==> config.mk <==
export PLATFORM = sky130hd
export DESIGN_NAME = sram_arbiter
export DESIGN_NICKNAME = d
export VERILOG_FILES = /design/src/rtl/sram_arbiter.sv
export SDC_FILE = /design/constraint.sdc
export NUM_CORES = 1
export LEC_CHECK = 0
export ABC_AREA = 1
export ABC_CLOCK_PERIOD_IN_PS = 2300
export BUFFER_PORTS_ARGS = -buffer_cell sky130_fd_sc_hd__buf_2
export CORE_ASPECT_RATIO = 0.6
export CORE_MARGIN = 4
export CORE_UTILIZATION = 30
export CTS_CLUSTER_DIAMETER = 80
export CTS_CLUSTER_SIZE = 20
export DETAILED_ROUTE_END_ITERATION = 8
export PLACE_DENSITY = 0.57
export SETUP_SLACK_MARGIN = 0.5
export SYNTH_ARGS = -nofsm -noshare
export SYNTH_HDL_FRONTEND = slang
export SYNTH_SLANG_ARGS = --single-unit
==> constraint.sdc <==
create_clock -name clk -period 2.3 [get_ports clk]
set_input_delay 0 -clock clk [delete_from_list [all_inputs] [get_ports clk]]
set_output_delay 0 -clock clk [all_outputs]
set_load 0.03 [all_outputs]
==> src/rtl/sram_arbiter.sv <==
`default_nettype none
// ============================================================================
// Module   : sram_arbiter
// Purpose  : Single-port SRAM sequencer shared by the EPROM-socket target port
//            and the SPI-loader host port. Grants one request at a time in
//            IDLE, drives registered SRAM strobes with parameterised wait
//            states and returns read data with one-clock completion pulses.
// Options  : SRAM_ARB_FAIRNESS_EN - bounds the number of consecutive target
//            grants while the host is waiting (MAX_TGT_STREAK).
// Revision : 1.0 - initial release
// ============================================================================
module sram_arbiter #(
    parameter int ADDR_WIDTH     = 18,
    parameter int DATA_WIDTH     = 8,
    parameter int RD_CYCLES      = 2,
    parameter int WR_CYCLES      = 2,
    parameter int MAX_TGT_STREAK = 4
) (
    input  logic                  clk,
    input  logic                  rst_n,
    input  logic                  tgt_req,
    input  logic [ADDR_WIDTH-1:0] tgt_addr,
    output logic                  tgt_ack,
    output logic [DATA_WIDTH-1:0] tgt_rdata,
    input  logic                  host_req,
    input  logic                  host_we,
    input  logic [ADDR_WIDTH-1:0] host_addr,
    input  logic [DATA_WIDTH-1:0] host_wdata,
    output logic                  host_ack,
    output logic [DATA_WIDTH-1:0] host_rdata,
    output logic [ADDR_WIDTH-1:0] sram_addr,
    output logic [DATA_WIDTH-1:0] sram_dout,
    output logic                  sram_doe,
    input  logic [DATA_WIDTH-1:0] sram_din,
    output logic                  sram_ce_n,
    output logic                  sram_oe_n,
    output logic                  sram_we_n,
    output logic                  busy
);

    localparam int C_MAX_RW  = (RD_CYCLES > WR_CYCLES) ? RD_CYCLES : WR_CYCLES;
    localparam int C_MAX_CNT = (C_MAX_RW > MAX_TGT_STREAK) ? C_MAX_RW : MAX_TGT_STREAK;
    localparam int C_CNT_W   = $clog2(C_MAX_CNT + 1);

    localparam logic [C_CNT_W-1:0] C_ONE     = C_CNT_W'(1);
    localparam logic [C_CNT_W-1:0] C_RD_LAST = C_CNT_W'(RD_CYCLES - 1);
    localparam logic [C_CNT_W-1:0] C_WR_LAST = C_CNT_W'(WR_CYCLES - 1);

    typedef enum logic [2:0] {
        S_IDLE     = 3'd0,
        S_RD       = 3'd1,
        S_WR_SETUP = 3'd2,
        S_WR_PULSE = 3'd3,
        S_WR_HOLD  = 3'd4,
        S_TURN     = 3'd5
    } state_t;

    state_t               r_state;
    state_t               w_state_nxt;
    logic [C_CNT_W-1:0]   r_cnt;
    logic [C_CNT_W-1:0]   w_cnt_nxt;
    logic                 r_gnt_host;     // 1 = current access belongs to host
    logic                 w_gnt_host_nxt;
    logic                 w_grant_tgt;
    logic                 w_grant_host;
    logic                 w_capture;
    logic                 w_host_prio;    // fairness override in IDLE
    logic                 w_ce;
    logic                 w_oe;
    logic                 w_we;
    logic                 w_doe;

`ifdef SRAM_ARB_FAIRNESS_EN
    localparam logic [C_CNT_W-1:0] C_STREAK_MAX = C_CNT_W'(MAX_TGT_STREAK);

    logic [C_CNT_W-1:0] r_streak;

    assign w_host_prio = (r_streak == C_STREAK_MAX);

    // Count target grants made while the host is kept waiting
    always_ff @(posedge clk or negedge rst_n) begin
        if (!rst_n) begin
            r_streak <= '0;
        end else if (r_state == S_IDLE) begin
            if (w_grant_host || !host_req) begin
                r_streak <= '0;
            end else if (w_grant_tgt) begin
                r_streak <= r_streak + C_ONE;
            end
        end
    end
`else
    assign w_host_prio = 1'b0;
`endif

    assign busy = (r_state != S_IDLE);

    // Next-state, grant and wait-state counter decode
    always_comb begin
        w_state_nxt    = r_state;
        w_cnt_nxt      = r_cnt;
        w_gnt_host_nxt = r_gnt_host;
        w_grant_tgt    = 1'b0;
        w_grant_host   = 1'b0;
        w_capture      = 1'b0;
        unique case (r_state)
            S_IDLE: begin
                w_cnt_nxt = '0;
                if (tgt_req && !(host_req && w_host_prio)) begin
                    w_grant_tgt    = 1'b1;
                    w_gnt_host_nxt = 1'b0;
                    w_state_nxt    = S_RD;
                end else if (host_req) begin
                    w_grant_host   = 1'b1;
                    w_gnt_host_nxt = 1'b1;
                    w_state_nxt    = host_we ? S_WR_SETUP : S_RD;
                end
            end
            S_RD: begin
                if (r_cnt == C_RD_LAST) begin
                    w_capture   = 1'b1;
                    w_state_nxt = S_TURN;
                end else begin
                    w_cnt_nxt = r_cnt + C_ONE;
                end
            end
            S_WR_SETUP: begin
                w_state_nxt = S_WR_PULSE;
            end
            S_WR_PULSE: begin
                if (r_cnt == C_WR_LAST) begin
                    w_cnt_nxt   = '0;
                    w_state_nxt = S_WR_HOLD;
                end else begin
                    w_cnt_nxt = r_cnt + C_ONE;
                end
            end
            S_WR_HOLD: begin
                w_state_nxt = S_TURN;
            end
            S_TURN: begin
                w_state_nxt = S_IDLE;
            end
            default: begin
                w_state_nxt = S_IDLE;
            end
        endcase
    end

    // Strobes are decoded from the next state so they leave flops cleanly
    always_comb begin
        w_ce  = (w_state_nxt == S_RD) || (w_state_nxt == S_WR_SETUP) ||
                (w_state_nxt == S_WR_PULSE) || (w_state_nxt == S_WR_HOLD);
        w_oe  = (w_state_nxt == S_RD);
        w_we  = (w_state_nxt == S_WR_PULSE);
        w_doe = (w_state_nxt == S_WR_SETUP) || (w_state_nxt == S_WR_PULSE) ||
                (w_state_nxt == S_WR_HOLD);
    end

    // State, registered SRAM pins, grant latching and read-data capture
    always_ff @(posedge clk or negedge rst_n) begin
        if (!rst_n) begin
            r_state    <= S_IDLE;
            r_cnt      <= '0;
            r_gnt_host <= 1'b0;
            sram_ce_n  <= 1'b1;
            sram_oe_n  <= 1'b1;
            sram_we_n  <= 1'b1;
            sram_doe   <= 1'b0;
            sram_addr  <= '0;
            sram_dout  <= '0;
            tgt_rdata  <= '0;
            host_rdata <= '0;
            tgt_ack    <= 1'b0;
            host_ack   <= 1'b0;
        end else begin
            r_state    <= w_state_nxt;
            r_cnt      <= w_cnt_nxt;
            r_gnt_host <= w_gnt_host_nxt;
            sram_ce_n  <= ~w_ce;
            sram_oe_n  <= ~w_oe;
            sram_we_n  <= ~w_we;
            sram_doe   <= w_doe;
            tgt_ack    <= (w_state_nxt == S_TURN) && !w_gnt_host_nxt;
            host_ack   <= (w_state_nxt == S_TURN) && w_gnt_host_nxt;
            if (w_grant_tgt) begin
                sram_addr <= tgt_addr;
            end else if (w_grant_host) begin
                sram_addr <= host_addr;
                if (host_we) begin
                    sram_dout <= host_wdata;
                end
            end
            if (w_capture) begin
                if (r_gnt_host) begin
                    host_rdata <= sram_din;
                end else begin
                    tgt_rdata <= sram_din;
                end
            end
        end
    end

    // Never drive the data bus while the SRAM drives it; acks are exclusive
    a_no_bus_contention: assert property (@(posedge clk) disable iff (!rst_n)
        !(sram_doe && !sram_oe_n));
    a_ack_exclusive: assert property (@(posedge clk) disable iff (!rst_n)
        !(tgt_ack && host_ack));

endmodule
`default_nettype wire
======== Word-level counts from Yosys, hierarchy flattened ========
Index checks and enable logic that the tools add are counted.
storage, ports and cells
  register bits ........................... 55
  input bits .............................. 57
  output and inout bits ................... 49
  logic and storage cells ................. 67
operators by class
  add/subtract/negate cells ............... 1
  eq/ne operators ......................... 11
  mux-type cells .......................... 21
  bitwise operators ....................... 5
  reduce and logical (&&, ||, !) cells .... 16
operators with widths
  operator             count
  $mux 18              2
  $mux 3               6
  $pmux 3 s5           1
  $eq 3x2->1 const B   4
  $mux 1               10
  $eq 3x1->1 const B   3
  $eq 3x3->1 const B   3
  $pmux 3 s3           1
  $reduce_and 2->1     3
  $reduce_bool 3->1    2
  $logic_or 1x1->1     5
  $not 1->1            5
  $add 3x1->3 const B  1
  $logic_not 3->1      1
  $reduce_and 3->1     1
  $logic_and 1x1->1    2
  $mux 2               1
  $ne 2x2->1 const B   1
  $reduce_bool 2->1    1
  $logic_not 1->1      1

======== Longest topological paths before layout ========
Gate-level depths: netlist of the first run.
  word-level depth ........................ 9
  depth in mapped cells ................... 8
  depth with buffers taken out ............ 8

======== Worst setup path before layout of the first run ========
OpenSTA, ideal clock, no wires.
  path type ............................... register -> register
  start ................................... reg r_state[2]
  end ..................................... reg sram_addr[10]
  setup time .............................. 120 ps
  arrival time ............................ 1347 ps
  data required time ...................... 2180 ps
  slack ................................... 832 ps
  cell stages (with the launch flop) ...... 8
  buffers on the path ..................... 1
  clock period less this slack ............ 1468 ps
  path through ............................ dfrtp_1 -> inv_2 -> nand3_2 -> nor2_4 -> inv_4 -> buf_4 -> o21ai_1 -> nand2_1
between the ends
  word-level cells in the longest chain between the ends .. 3
  elaborated cells between the ends (all ways) .. 5
  those cells by class .................... 3 x mux; 2 x reduce/logical
RTL lines
  item                                          line  source
  start: declaration                            58    state_t r_state;
  start signal: assignment                      177   r_state <= w_state_nxt;
  $logic_not 3->1 (*)                           106   unique case (r_state)
  $mux 1                                        106
  $mux 18 or $reduce_bool 2->1 (tied branches)  -
  end signal: assignment                        187   sram_addr <= tgt_addr;
  end signal: assignment                        189   sram_addr <= host_addr;
  end: declaration                              31    output logic [ADDR_WIDTH-1:0] sram_addr,
Mark *: on every way between the ends. The rest lies on a longest branch, timed or not.
A chain may end at the register's enable or synchronous reset.

======== Worst setup path after layout of the first run ========
  start ................................... reg r_cnt[1]
  end ..................................... reg host_rdata[2]
between the ends
  word-level cells in the longest chain between the ends .. 4
RTL lines
  item                               line  source
  start: declaration                 60    logic [C_CNT_W-1:0] r_cnt;
  start signal: assignment           178   r_cnt <= w_cnt_nxt;
  $eq 3x1->1                         120   if (r_cnt == C_RD_LAST) begin
  $mux 1                             120
  $mux 1                             106
  $reduce_and 2->1 (no source line)  -
  end signal: assignment             196   host_rdata <= sram_din;
  end: declaration                   30    output logic [DATA_WIDTH-1:0] host_rdata,
Every way passes these cells.

==> results.toml, run 1 <==
[drt]
route.detailed.drc = 0
first_pass_iters = 4
vias = 2297
wl_per_cell_um = 12.0
drt_iter0_markers = 153
ant_nets = 0
viasPerCell = 4.31
routed_wl_um = 6390

[sta]
slew_headroom = 0.545
fmax_ghz = 0.611
layout_setup_ws_ns = 0.663
fin_crit_sh = 0.712
setup_viol = 0
rsz0062_at_grt = "yes"
holdWs_ns = 0.0492
tns_ns = 0
period_minus_slack_ns = 1.64
hold_violations = 0
worstMarginPinSlew_ns = 0.683
skew_ns = 0.00621
slew_violations = 0

[hold_path]
hp-class = "in -> reg"
hp-start = "tgt_req"
holdPathStages = 4
min_to = "sram_dout[4]"

[placement]
hpwl_um = 4440
io_buffers = 105
dp_slack_ns = 0.572
placedCellCount = 486
gp_routability_congestion = 0.782
placed_area_sq_um = 3090

[worst_setup_path]
r2r_end = "host_rdata[2]"
start_kind = "flop"
crit_fanout = 16
r2r_slack_ns = 0.66
required_ns = 2.46
arrival_ns = 1.80
critPathCaptureType = "flop"
r2r_cells = 7
criticalPathCategory = "reg -> reg"
r2r-start = "r_cnt[1]"

[floorplanning]
initial_core_util = 0.315
core_sq_um = 8010
io_pins = 106
die_w_um = 126
std_cell_rows = 25
die_y_um = 79.0
dieArea_sq_um = 9980

[logic_synthesis]
synth_edf_count = 0
synth_top_family_by_area = "simple AND/OR/NAND/NOR gates"
ys_types = 29
synth_compound_area_frac = 0.113
synthXorXnorAreaFrac = 0.00348
synthFlopType = "dfrtp_1"
yosys.cell_count.top_type = "nand2_1"
yosysTopAreaCell = "dfrtp_1"
synth-async-reset-ratio = 1.00
syn-cell-area_sq_um = 2520
syn_inst = 283
muxShareOfSynthArea = 0
synth_area_leaders = "dfrtp_1, nand2_1, nand3_1"
synth_nets = 342
yosys_register_bits = 55
ys_seq_area_frac = 0.548
synthSimpleGateAreaFrac = 0.227
syn_area_per_cell_sq_um = 8.90
synth_common_cells = "nand2_1, dfrtp_1, inv_1"
yosysWarnings = 0
synthAdderAreaFrac = 0.00993
synth_top_area_frac = 0.516

[clock_tree]
cts_tree = "built"
clk_latency_ns = 0.29
cts_sinks = 55
cts-root-buf = "clkbuf_16"
cts_buffers = 5
h-tree-depth = 2
clockBufferDepth = 2
clkTransAtPathRegs_ns = 0.07

[finish]
fin_cells = 533
finalInstanceArea_sq_um = 3680
final_layout_size_suffix_gt1_frac = 0.322
post-route-util = 0.460
fill_cells = 824
antenna_cells_inserted = 0
syn_to_final_growth_pct = 46.1
final_nets = 483

[power_and_ir_drop]
peakVddDrop_v = 0.000451
clkPwrFrac = 0.183
power.internal_mw = 2.86
power_density_nw_per_um2 = 1410
power_frac_comb = 0.488
p_leak_nw = 1.99
p_sw_mw = 2.34
power_mw = 5.20
p_seq_frac = 0.330
switching_share = 0.450

[grt]
antenna_found_initial = 0
grt_max_degree = 56
grt.total_usage = 0.130
use_met3 = 0.0383
grt_pass1_wl_um = 10600
grt_use_met1 = 0.177
busiest_layer = "met2"
grt_use_met2 = 0.202
grt_overflow = 0
grt_pass1_vias = 2203

[flow_run]
maxCapViolations = 0

[outcome]
status = "finished, final reports clean"
[power groups by stage]
stage	combinational [mW]	sequential [mW]	clock, mW
CTS	2.49	1.72	0.975
detailed placement	2.45	1.72	0
finish	2.54	1.71	0.950
global route	2.78	1.78	1.02
floorplan	0.989	2.51	0
global placement	2.42	1.72	0
[sequential cells by signal, indices dropped and copies added (netlist names)]
signal      flops
r_gnt_host      1
host_ack        1
sram_oe_n       1
r_cnt           3
sram_addr      18
tgt_ack         1
tgt_rdata       8
sram_we_n       1
sram_doe        1
sram_ce_n       1
host_rdata      8
r_state         3
sram_dout       8
[layout by cell type (no fill, tap or decap), types with 3 or more instances in the layout]
master	n
nor2_1	6
nand2_1	63
clkbuf_16	5
dfrtp_1	52
o21ai_1	29
dlygate4sd3_1	36
inv_2	3
buf_4	3
nand2_2	5
nand3_1	33
inv_1	34
buf_2	105
nor2_4	3
o21ai_0	24
dfstp_2	3
[critical path, cell delays in order (launching register included)]
cell and delay, ns:
dfrtp_1 0.38, inv_1 0.08, ha_1 0.23, nand3_2 0.14, nor3_4 0.23, nand2_2 0.24
nand2_1 0.12, o21ai_0 0.09
[cells by family (layout without fill, tap and decap cells)]
kind of cell / count (synthesis) / count (layout)
simple gates: 120 / 120
compound gates: 56 / 56
flops: 55 / 55
buf+inv: 49 / 191
fa+ha+maj: 2 / 2
xor+xnor: 1 / 1
[worst max-delay path by stage]
stage | depth (start not counted) | from | slack (ns) | end
final | 7 | r_cnt[1] | 0.66 | host_rdata[2]
after global routing | 6 | r_cnt[1] | 0.49 | host_rdata[6]
after CTS | 7 | r_state[1] | 0.56 | sram_addr[0]
after detailed placement | 7 | r_state[1] | 0.57 | sram_addr[0]
after global placement | 7 | r_state[1] | 0.63 | host_ack
after floorplan | 7 | r_state[2] | 0.83 | sram_addr[10]
[area by class of cell]
cell class	instances	area, sq um	area share
multi-input cells	179	901	0.245
clock inverters	2	60.1	0.0163
flip-flops and latches	55	1380	0.375
inverters	38	148	0.0401
well taps	108	135	0.0367
clock buffers	6	129	0.0350
repair buffers	145	928	0.252
[per-layer routing]
layer,vias up,wire (um)
met2,73,2680
met3,9,437
met1,1021,3190
met5,-,0
li1,1194,-
met4,0,89
[repair_timing]
action | 4_1_cts | 5_1_grt
endpoints found under the hold margin | 92 | 0
setup endpoints to repair | 0 | 20
buffers inserted | 0 | 3
resized for setup | 0 | 2
hold buffers | 36 | 0
(Power assumes the default switching activity.)
==> run 2, diff against run 1 <==
ABC_CLOCK_PERIOD_IN_PS = 1300   (was 2300)
PLACE_DENSITY = 0.59   (was 0.57)
clock period = 1.3 ns   (was 2.3 ns; I/O delays follow)
==> run 2 against run 1 <==
- non-clock buffer count grew 60
- critical path type unchanged
- sequential power grew 87%
- cell count grew 12%
- count of clock-buffer cells in the layout shrank 1
- cell area grew 34%
- maximum frequency grew 15%
- the run now ends with setup timing left
- clock skew shrank 0.0017 ns
- combinational power grew to 3.0 times the previous value
- first-iteration DRC count shrank 34%
- register-to-register slack lost 0.79 ns
- via count grew 20%
- worst setup slack lost 0.79 ns
==> results.toml, run 2 (synthesis gave the netlist of run 1 again) <==
[worst_setup_path]
r2r-start = "r_state[0]"
criticalPathCategory = "reg -> reg"
r2r_end = "sram_addr[2]"
r2r_cells = 9
critPathCaptureType = "flop"
crit_slowest_cell = "dfrtp_1"
path_cells = "inv_2, buf_12, nand3_4, nor2_4, buf_12, inv_12, buf_6, nand3_2, nand2_1"
crit_fanout = 7
required_ns = 1.48
cp_common_cell = "buf_12"
arrival_ns = 1.60
start_kind = "flop"
cp_slowest_stage_delay_ns = 0.40
r2r_slack_ns = -0.12

[power_and_ir_drop]
peakVddDrop_v = 0.00124
p_leak_nw = 2.56
power_density_nw_per_um2 = 2530
power_mw = 12.5

[drt]
ant_nets = 0
first_pass_iters = 4
viasPerCell = 4.61
wl_per_cell_um = 14.5
routed_wl_um = 8680
route.detailed.drc = 0
drt_iter0_markers = 101
vias = 2762

[finish]
syn_to_final_growth_pct = 96.0
multiInputGateArea_sq_um = 1170
antenna_cells_inserted = 0
mostFrequentLayoutCells = "buf_6, nand2_1, buf_2, dfrtp_1, buf_4"
final_layout_size_suffix_gt1_frac = 0.515
largest_reg_flops = 18
seq_area_sq_um = 1380
top_register = "sram_addr"
final_nets = 549
finalInstanceArea_sq_um = 4940
final_common_cell = "buf_6"
fill_cells = 632

[sta]
holdWs_ns = 0.0376
layout_setup_ws_ns = -0.123
setup_viol = 51
hold_violations = 0
slew_headroom = 0.799
period_minus_slack_ns = 1.42
fin_crit_sh = 1.09
worstMarginPinSlew_ns = 0.302
slew_violations = 0
rsz0062_at_grt = "yes"
skew_ns = 0.00455
fmax_ghz = 0.703

[flow_run]
maxCapViolations = 0

[grt]
grt_overflow = 0
grt.total_usage = 0.179
grt_use_met1 = 0.225
antenna_found_initial = 0
grt_use_met2 = 0.298
grt_max_degree = 56
grt_pass1_wl_um = 14300
use_met3 = 0.0484
grt_pass1_vias = 2954
busiest_layer = "met2"

[placement]
gp_routability_congestion = 0.774
io_buffers = 105
hpwl_um = 4810
placed_area_sq_um = 3400

[floorplanning]
core_sq_um = 8010
std_cell_rows = 25
dieArea_sq_um = 9980
io_pins = 106
die_w_um = 126
initial_core_util = 0.315
die_y_um = 79.0

[hold_path]
holdPathStages = 5
min_to = "sram_addr[0]"
hp-class = "in -> reg"
hp-start = "host_addr[0]"

[clock_tree]
h-tree-depth = 2
clk_latency_ns = 0.29
cts-root-buf = "clkbuf_16"
cts_buffers = 5
cts_tree = "built"
cts_sinks = 55
clockBufferDepth = 2
clkTransAtPathRegs_ns = 0.07

[outcome]
violations = "setup timing"
status = "finished with violations"
run 2: cell types whose count changed in the layout (fill, tap and decap cells not counted), sizes merged:
cell,before,now
bufinv,2,1
clkinv,0,1
buf,109,169
nand2,69,70
inv,38,44
clkbuf,6,5
run 2: worst max path at each step:
stage / slack [ns] / end / startpoint / cells after the start
global placement: -0.07 / host_rdata[7] / r_cnt[1] / 7
floorplan: -0.05 / host_rdata[6] / r_cnt[1] / 8
finish: -0.12 / sram_addr[2] / r_state[0] / 9
CTS: -0.12 / tgt_rdata[4] / r_cnt[1] / 8
detailed placement: -0.15 / tgt_rdata[4] / r_cnt[1] / 7
global route: -0.19 / tgt_ack / r_cnt[0] / 8
run 2: timing repair:
action	4_1_cts	5_1_grt
setup buffers	27	7
pin swaps	16	11
gates cloned	8	0
hold endpoints to repair	97	0
gates resized for setup	162	24
setup endpoints to repair	104	104
hold buffers	36	0
run 2: critical path: cells and delay by family (launching register included):
kind	cells	cell delay [ns]
buffers and inverters	5	0.61
flip-flops	1	0.40
AND/OR/NAND/NOR	4	0.29
run 2: layout make-up:
type                            instances  share of cell area
Tap cell                              108              0.0274
Multi-Input combinational cell        180               0.238
Inverter                               38              0.0314
Clock inverter                          3             0.00963
Timing Repair Buffer                  205               0.374
Clock buffer                            5              0.0253
Timing Repair inverter                  5              0.0147
Sequential cell                        55               0.280
run 2: metal layers:
layer / wire length (um) / vias up
li1: - / 1327
met1: 3780 / 1317
met2: 4130 / 97
met3: 542 / 21
met4: 218 / 0
met5: 0 / -
run 2: power by group:
group          total [mW]  internal (mW)  leakage [nW]  switching (mW)
Sequential           3.20           2.57         0.672           0.630
Clock                1.55          0.920        0.0844           0.633
Combinational        7.72           3.69          1.81            4.04
Total                12.5           7.17          2.56            5.30
run 2: per-stage QoR:
| step | util | setup TNS [ns] | worst slack [ns] | cells |
|---|---|---|---|---|
| global placement | 0.424 | -1.18 | -0.0731 | 513 |
| detailed placement | 0.424 | -2.31 | -0.150 | 513 |
| floorplan | - | -1.08 | -0.0511 | 283 |
| CTS | 0.600 | -3.97 | -0.115 | 592 |
| finish | 0.617 | -3.61 | -0.123 | 599 |
| global route | 0.617 | -7.49 | -0.188 | 599 |
==> run 3, diff against run 2 <==
CORE_UTILIZATION = 40   (was 30)
PLACE_DENSITY = 0.74   (was 0.59)
==> run 3 against run 2 <==
- the run still ends with setup timing left
- non-clock buffer count rose by 9
- critical path type unchanged
- cell count fell by 2.7%
- via count rose by 5.4%
- sequential share of layout area barely moved
- sequential power rose by 1%
- critical path depth did not move
- global-route usage rose by 5.6 points
- combinational power rose by 7.0%
- worst setup slack got worse by 0.067 ns
- flip-flop and latch count did not move
==> results.toml, run 3 (synthesis gave the netlist of run 1 again) <==
[grt]
grt_pass1_wl_um = 14500
grt_max_degree = 31
antenna_found_initial = 0
grt_pass1_vias = 2877
grt_overflow = 0
grt.total_usage = 0.234

[drt]
route.detailed.drc = 0
viasPerCell = 4.99
wl_per_cell_um = 16.6
drt_iter0_markers = 185
ant_nets = 0
routed_wl_um = 9700
first_pass_iters = 5
vias = 2910

[worst_setup_path]
required_ns = 1.49
path_buf_inv = 3
critPathCaptureType = "flop"
critPathTopFamily = "flip-flops"
arrival_ns = 1.68
path_cells = "inv_2, ha_4, nand3_4, nor3_4, buf_12, buf_6, nor2_4, nand2_1, o21ai_1"
r2r-start = "r_cnt[1]"
start_kind = "flop"
criticalPathCategory = "reg -> reg"
crit_fanout = 5
r2r_slack_ns = -0.19
crit_slowest_cell = "dfrtp_1"
cp_slowest_stage_delay_ns = 0.41
crit_path_start = "r_cnt[1]"

[finish]
final_layout_size_suffix_gt1_frac = 0.547
syn_to_final_growth_pct = 96.2
post-route-util = 0.809
mostFrequentLayoutCells = "buf_6, buf_2, buf_4, dfrtp_1, nand2_1"
final_nets = 557
largest_reg_flops = 18
antenna_cells_inserted = 0
top_register = "sram_addr"
final_common_cell = "buf_6"
fin_cells = 583

[flow_run]
maxCapViolations = 0

[placement]
placedCellCount = 487
io_buffers = 105
gp_routability_congestion = 0.838
hpwl_um = 4660
dp_slack_ns = -0.155

[floorplanning]
dieArea_sq_um = 7680
initial_core_util = 0.412
core_sq_um = 6110
std_cell_rows = 22
die_y_um = 69.5
die_w_um = 110
io_pins = 106

[sta]
fmax_ghz = 0.671
worstMarginPinSlew_ns = 0.391
slew_headroom = 0.739
hold_violations = 0
slew_violations = 0
layout_setup_ws_ns = -0.190
fin_crit_sh = 1.15
period_minus_slack_ns = 1.49
rsz0062_at_grt = "yes"
setup_viol = 53
skew_ns = 0.00312

[clock_tree]
clk_latency_ns = 0.29
h-tree-depth = 2
clockBufferDepth = 2
cts-root-buf = "clkbuf_8"
cts_tree = "built"
cts_sinks = 55
cts_buffers = 5
clkTransAtPathRegs_ns = 0.09

[power_and_ir_drop]
power_mw = 12.4
peakVddDrop_v = 0.00155
power_density_nw_per_um2 = 2510
p_leak_nw = 2.54

[outcome]
violations = "setup timing"
status = "finished with violations"

[hold_path]
hp-class = "in -> reg"
hp-start = "host_addr[14]"
run 3: layer usage:
layer | vias to the layer above | part of all wire | track usage
li1 | 1355 | - | -
met1 | 1397 | 0.42 | 0.306
met2 | 138 | 0.49 | 0.388
met3 | 20 | 0.069 | 0.0671
met4 | 0 | 0.018 | 0.0546
met5 | - | 0 | 0
run 3: area by class of cell:
cell class	instances	area (sq um)
inverters	38	155
clock buffers	8	80.1
repair inverters	3	31.3
well taps	84	105
multi-input cells	181	1290
repair buffers	214	1900
flip-flops and latches	55	1380
fillers	322	1170
run 3: path summary, 6_finish.rpt:
| check | endpoint | cells past startpoint |
|---|---|---|
| max in group asynchronous | sram_addr[10] | 3 |
| min in group asynchronous | r_state[0] | 3 |
| max | r_cnt[2] | 9 |
| max reg2reg | r_cnt[2] | 9 |
| min reg2reg | host_rdata[4] | 2 |
| min | sram_addr[14] | 5 |
run 3: what timing repair did:
action                                  in CTS  in global routing
pin swaps                                   16                 19
gates resized for setup                    150                 69
endpoints found under the hold margin       97                  0
buffers inserted                            30                 15
hold buffers                                36                  0
endpoints found under the setup margin     104                104
gates cloned                                 6                  1
run 3: per-stage QoR:
stage	instance area (sq um)	setup TNS [ns]	hold WS, ns
6_report	4940	-6.10	0.0446
5_1_grt	4940	-9.09	0.0490
4_1_cts	4570	-3.26	0.0195
3_5_place_dp	3330	-2.27	0.0316
3_3_place_gp	3330	-0.633	0.0189
2_1_floorplan	2590	-1.08	-0.296
run 3: power breakdown:
group | total [mW] | internal, mW | leakage (nW) | switching (mW)
Clock | 0.892 | 0.384 | 0.0395 | 0.508
Sequential | 3.24 | 2.56 | 0.672 | 0.681
Combinational | 8.26 | 3.88 | 1.83 | 4.37
run 3: worst reg2reg max path, delay by kind of cell, from the launching register on:
family / cells / cell delay (ns)
AO/OA/AOI/OAI: 1 / 0.06
adder cells (fa/ha/maj): 1 / 0.14
buffers and inverters: 3 / 0.41
flip-flops: 1 / 0.41
AND/OR/NAND/NOR: 4 / 0.37
